<file path="config.mk">
export PLATFORM = sky130hd
export DESIGN_NAME = piezo_tone_detector
export DESIGN_NICKNAME = d
export VERILOG_FILES = /design/src/rtl/piezo_tone_detector_pkg.sv /design/src/rtl/piezo_tone_detector_edge_sync.sv /design/src/rtl/piezo_tone_detector.sv
export SDC_FILE = /design/constraint.sdc
export NUM_CORES = 1
export LEC_CHECK = 0
export ABC_AREA = 1
export BUFFER_PORTS_ARGS = -buffer_cell sky130_fd_sc_hd__clkbuf_2
export CAP_MARGIN = 10
export CORE_MARGIN = 1.5
export CORE_UTILIZATION = 40
export CTS_BUF_LIST = sky130_fd_sc_hd__clkbuf_16
export CTS_CLUSTER_SIZE = 14
export DETAILED_ROUTE_END_ITERATION = 8
export SETUP_SLACK_MARGIN = 0.05
export SLEW_MARGIN = 20
export SYNTH_ARGS = -nofsm -noshare
export SYNTH_HDL_FRONTEND = slang
export SYNTH_SLANG_ARGS = --single-unit
</file>
<file path="constraint.sdc">
create_clock -name CLK -period 3.3 [get_ports CLK]
set_input_delay 0.165 -clock CLK [delete_from_list [all_inputs] [get_ports CLK]]
set_output_delay 0.165 -clock CLK [all_outputs]
set_load 0.005 [all_outputs]
</file>
<file path="src/rtl/piezo_tone_detector_pkg.sv">
// Shared definitions for the piezo tone generator / detector pair.
package piezo_tone_detector_pkg;

    typedef enum logic [1:0] {
        IDLE    = 2'd0,
        FIRST   = 2'd1,
        MEASURE = 2'd2,
        LOCKED  = 2'd3
    } tone_state_t;

    localparam int DEF_CNT_W   = 20;
    localparam int DEF_TIMEOUT = 1000000;

endpackage

</file>
<file path="src/rtl/piezo_tone_detector_edge_sync.sv">
// Brings the asynchronous tone into the CLK domain and flags either transition.
module tone_edge_sync (
    input  logic CLK,
    input  logic RESET,
    input  logic TONE_IN,
    output logic EDGE
);

    logic sync1, sync2, prev;

    // All three flops reset to the same value so reset release is never an edge.
    always_ff @(posedge CLK or posedge RESET) begin
        if (RESET) begin
            sync1 <= 1'b0;
            sync2 <= 1'b0;
            prev  <= 1'b0;
        end else begin
            sync1 <= TONE_IN;
            sync2 <= sync1;
            prev  <= sync2;
        end
    end

    assign EDGE = sync2 ^ prev;

endmodule

</file>
<file path="src/rtl/piezo_tone_detector.sv">
// Recovers the generator LIMIT value from the half-period of a piezo square wave
// and reports lock once two consecutive half-periods agree within TOL.
module piezo_tone_detector
    import piezo_tone_detector_pkg::*;
#(
    parameter int CNT_W   = DEF_CNT_W,
    parameter int TIMEOUT = DEF_TIMEOUT,
    parameter int TOL     = 0
) (
    input  logic             CLK,
    input  logic             RESET,
    input  logic             TONE_IN,
    output logic [CNT_W-1:0] LIMIT_OUT,
    output logic             VALID,
    output logic             LOCK_P,
    output logic             LOST_P
);

    localparam logic [CNT_W-1:0] TMO  = CNT_W'(TIMEOUT);
    localparam logic [CNT_W-1:0] TOLV = CNT_W'(TOL);
    localparam logic [CNT_W-1:0] ONE  = CNT_W'(1);

    logic             edge_p;
    logic [CNT_W-1:0] cnt;
    logic [CNT_W-1:0] h0_q, h0_d;
    logic [CNT_W-1:0] limit_d;
    logic [CNT_W-1:0] diff;
    logic             in_tol, tmo_hit;
    logic             valid_d, lock_d, lost_d;
    tone_state_t      state_q, state_d;

    tone_edge_sync u_sync (
        .CLK     (CLK),
        .RESET   (RESET),
        .TONE_IN (TONE_IN),
        .EDGE    (edge_p)
    );

    // Clocks since the last edge; the value seen on an edge cycle is H.
    always_ff @(posedge CLK or posedge RESET) begin
        if (RESET)
            cnt <= '0;
        else if (edge_p)
            cnt <= ONE;
        else if (cnt != TMO)
            cnt <= cnt + ONE;
    end

    assign diff    = (cnt >= h0_q) ? (cnt - h0_q) : (h0_q - cnt);
    assign in_tol  = (diff <= TOLV);
    assign tmo_hit = !edge_p && (cnt == TMO);

    always_comb begin
        state_d = state_q;
        h0_d    = h0_q;
        limit_d = LIMIT_OUT;
        valid_d = VALID;
        lock_d  = 1'b0;
        lost_d  = 1'b0;
        case (state_q)
            IDLE: begin
                if (edge_p)
                    state_d = FIRST;
            end
            FIRST: begin
                if (edge_p) begin
                    h0_d    = cnt;
                    state_d = MEASURE;
                end else if (tmo_hit) begin
                    state_d = IDLE;
                    valid_d = 1'b0;
                end
            end
            MEASURE: begin
                if (edge_p) begin
                    if (in_tol) begin
                        state_d = LOCKED;
                        limit_d = cnt - ONE;
                        valid_d = 1'b1;
                        lock_d  = 1'b1;
                    end else begin
                        h0_d = cnt;
                    end
                end else if (tmo_hit) begin
                    state_d = IDLE;
                    valid_d = 1'b0;
                end
            end
            LOCKED: begin
                if (edge_p) begin
                    h0_d = cnt;
                    if (in_tol) begin
                        limit_d = cnt - ONE;
                    end else begin
                        state_d = MEASURE;
                        valid_d = 1'b0;
                    end
                end else if (tmo_hit) begin
                    state_d = IDLE;
                    valid_d = 1'b0;
                    lost_d  = 1'b1;
                end
            end
            default: state_d = IDLE;
        endcase
    end

    always_ff @(posedge CLK or posedge RESET) begin
        if (RESET) begin
            state_q   <= IDLE;
            h0_q      <= '0;
            LIMIT_OUT <= '0;
            VALID     <= 1'b0;
            LOCK_P    <= 1'b0;
            LOST_P    <= 1'b0;
        end else begin
            state_q   <= state_d;
            h0_q      <= h0_d;
            LIMIT_OUT <= limit_d;
            VALID     <= valid_d;
            LOCK_P    <= lock_d;
            LOST_P    <= lost_d;
        end
    end

endmodule

</file>
==> impl_metrics.csv <==
group,metric,value,unit
status,status,"completed",
sta,maxSlewHeadroom,49.9,%
clocking,cts_tree,"yes",
sta,timing.final.crit_period,3.11,ns
sta,max_freq,321,MHz
synth,ys_types,43,
worst_setup_path,path_common_cell,"nand2_1",
min_path,hold_start,"u_sync.sync1",
cells_and_area,regArea,0.00170,mm2
route,routed_wl,17.6,mm
clocking,cts_buffers,9,
worst_setup_path,crit_path_end_kind,"register",
synth,seq_area_frac_synth,26.3,%
sta,tightestPinTransition,0.750,ns
floorplan,die_area,0.0170,mm2
place,place_area,0.00704,mm2
synth,avgSynthCellArea,6.59,um2
floorplan,rows,46,
power,power,4.65,mW
place,dp_cells,1243,
synth,synth_fp_nets,1027,
cells_and_area,design_area,0.00762,mm2
route,dr.pass1.iters,5,
route,wl_met3,700,um
worst_setup_path,r2r_slack,0.19,ns
worst_setup_path,slowest_delay,0.42,ns
sta,rsz0062_at_grt,"yes",
sta,finalSetupViolCount,0,
place,hpwl,14.1,mm
synth,synth_edf_count,0,
synth,synthArstFlopShare,100,%
floorplan,core,0.0158,mm2
synth,synthFlopType,"dfrtp_1",
worst_setup_path,slowest_stage,"ha_2",
synth,ys_seq_elements,68,
synth,synth_fa_ha_area_share,7.92,%
cells_and_area,final_common_cell,"nand2_1",
synth,yosysTopAreaCell,"dfrtp_1",
power,p_leak,4.06,nW
grt,grt_pass1_wl,28.2,mm
clocking,htreeDepth,3,
min_path,hold_path_end,"u_sync.sync2",
cells_and_area,nFillCells,1643,
route,met2WireLength,7.62,mm
route,route.top_layer_used,"met4",
synth,yosysTopAreaCellShare,26.3,%
power,vdd_drop_max,0.357,mV
grt,antenna_found_initial,0,
min_path,hold_path_depth,0,
synth,synth_top_family_by_area,"simple AND/OR/NAND/NOR gates",
grt,grt_max_degree,37,
synth,synthMuxAreaShare,0,%
synth,synth_xor_area_share,3.38,%
cells_and_area,nets,1096,
route,drc,0,
synth,syn_inst,983,
floorplan,fp.dieH,130,um
route,vias,6211,
clocking,clock_sinks,68,
cells_and_area,stdcell_count,1274,
cells_and_area,final_util,48.2,%
sta,hold_viol_final,0,
worst_setup_path,crit_path_start_kind,"register",
cells_and_area,mostFrequentLayoutCells,"nand2_1 (305), inv_1 (135), nor2_1 (69)",
floorplan,pin_count,26,
floorplan,die_x,130,um
clocking,root_buffer,"clkbuf_16",
synth,syn_area,0.00647,mm2
place,finalWeightedCongestion,0.881,
power,power_per_cell_area,610,mW/mm2
route,met1_length,8.51,mm
grt,grt_pass1_vias,5879,
min_path,holdCritPathClass,"register to register",
cells_and_area,multi_input_area,0.00420,mm2
sta,fin_skew,0.00713,ns
route,ant_nets,0,
worst_setup_path,cp_cell_sequence,"inv_1 -> ha_2 -> nand2_1 -> nand2_1 -> inv_1 -> nand2_1 -> nand2_2 -> nand2_1 -> nand2_4 -> nand4_4 -> nand3_1 -> a21oi_2 -> nand2_1 -> nor2_2 -> nand2_1 -> nand2_4 -> nand2_8 -> buf_12 -> nand2_1 -> o21ai_2",
synth,synthTopCellsByArea,"dfrtp_1 (26%), nand2_1 (18%), inv_1 (8.1%)",
worst_setup_path,crit_fanout,25,
grt,grt_overflow,0,
worst_setup_path,r2r-end,"h0_q[0]",
synth,synth_compound_area_share,11.9,%
route,wl_per_cell,13.8,um
worst_setup_path,reg2reg_depth,20,
worst_setup_path,crit_arrival,3.33,ns
place,dp_slack,0.0632,ns
run,cap_violations,0,
worst_setup_path,reg2reg_from,"cnt[7]",
worst_setup_path,critPathKind,"register to register",
synth,yosys.area_share.simple,38.9,%
synth,yosysWarnings,0,
sta,final.setup.worst_slack,0.187,ns
clocking,cts_buffer_depth,2,
sta,final.period_utilization,94.3,%
clocking,clk-insertion-delay-late,0.33,ns
sta,drv_slew,0,
route,drtIter0Drc,317,
clocking,clk_pin_slew,0.06,ns
worst_setup_path,path_buf_inv,3,
worst_setup_path,critical-path-top-delay-family,"simple AND/OR/NAND/NOR gates",
place,port_buffers,25,
worst_setup_path,crit_required,3.52,ns
route,avgViaCountPerCell,4.88,
grt,grt_use_total,21.4,%
floorplan,start_util,40.9,%
cells_and_area,syn2layout_area_growth,17.7,%
cells_and_area,layout-drive-gt1-share,21.9,%
## timing repair
action,4_1_cts,5_1_grt
hold buffers,2,0
setup buffers,0,9
setup endpoints to repair,0,42
gates resized for setup,0,43
endpoints found under the hold margin,35,0
## cells in the mapped netlist (5+ instances only)
| cell type | number |
|---|---|
| a21oi_1 | 47 |
| buf_2 | 6 |
| buf_6 | 10 |
| clkbuf_1 | 7 |
| dfrtp_1 | 68 |
| ha_1 | 41 |
| inv_1 | 140 |
| inv_2 | 12 |
| nand2_1 | 309 |
| nand2_2 | 36 |
| nand2_4 | 5 |
| nand3_1 | 68 |
| nand4_1 | 16 |
| nor2_1 | 74 |
| nor3_1 | 15 |
| nor4_1 | 9 |
| o21ai_0 | 21 |
| o21ai_2 | 37 |
| xor2_1 | 22 |
## logic make-up after synthesis
| logic type | count (synthesis) |
|---|---|
| adders and majority gates | 41 |
| AOI/OAI and AO/OA | 118 |
| xor gates and xnor gates | 25 |
| buffers and inverters | 179 |
| and+or+nand+nor | 552 |
| DFF | 68 |
## how the worst max path moves through the flow
| stage | from | end | slack [ns] | cells after the start |
|---|---|---|---|---|
| 6_report | cnt[7] | h0_q[0] | 0.19 | 20 |
| 3_5_place_dp | cnt[4] | h0_q[0] | 0.06 | 18 |
| 5_1_grt | cnt[15] | h0_q[8] | -0.05 | 18 |
| 4_1_cts | cnt[4] | h0_q[0] | 0.05 | 18 |
| 3_3_place_gp | cnt[4] | h0_q[0] | 0.06 | 18 |
| 2_1_floorplan | cnt[7] | h0_q[8] | 0.31 | 26 |
## state kept, by name, summed over array words and instances, names as in the netlist
name,count
LOST_P,1
LIMIT_OUT,20
LOCK_P,1
h0_q,20
u_sync.prev,1
VALID,1
u_sync.sync2,1
u_sync.sync1,1
state_q,2
cnt,20
## routing by layer
layer  global-route usage, %  up-vias
li1                        -     3249
met1                    29.0     2780
met2                    33.3      133
met3                    3.20       49
met4                    10.5        0
met5                       0        -
## where the power goes
part	internal, mW	leakage, nW	switching [mW]
Clock	0.502	0.121	0.355
Combinational	0.983	3.01	1.91
Sequential	0.871	0.926	0.0308
## layout make-up
cell class,count,share of cell area (%)
Sequential cell,68,22.3
Multi-Input combinational cell,738,55.1
Clock inverter,7,0.575
Inverter,156,7.73
Clock buffer,9,2.96
Antenna cell,1,0.0328
Timing Repair Buffer,79,7.75
Tap cell,216,3.55
## per-stage QoR
step	TNS [ns]	hold WS (ns)
after detailed placement	0	0.276
after global routing	-0.103	0.365
final	0	0.347
after global placement	0	0.275
after CTS	0	0.348
after floorplan	0	0.196
(Power assumes the default switching activity.)
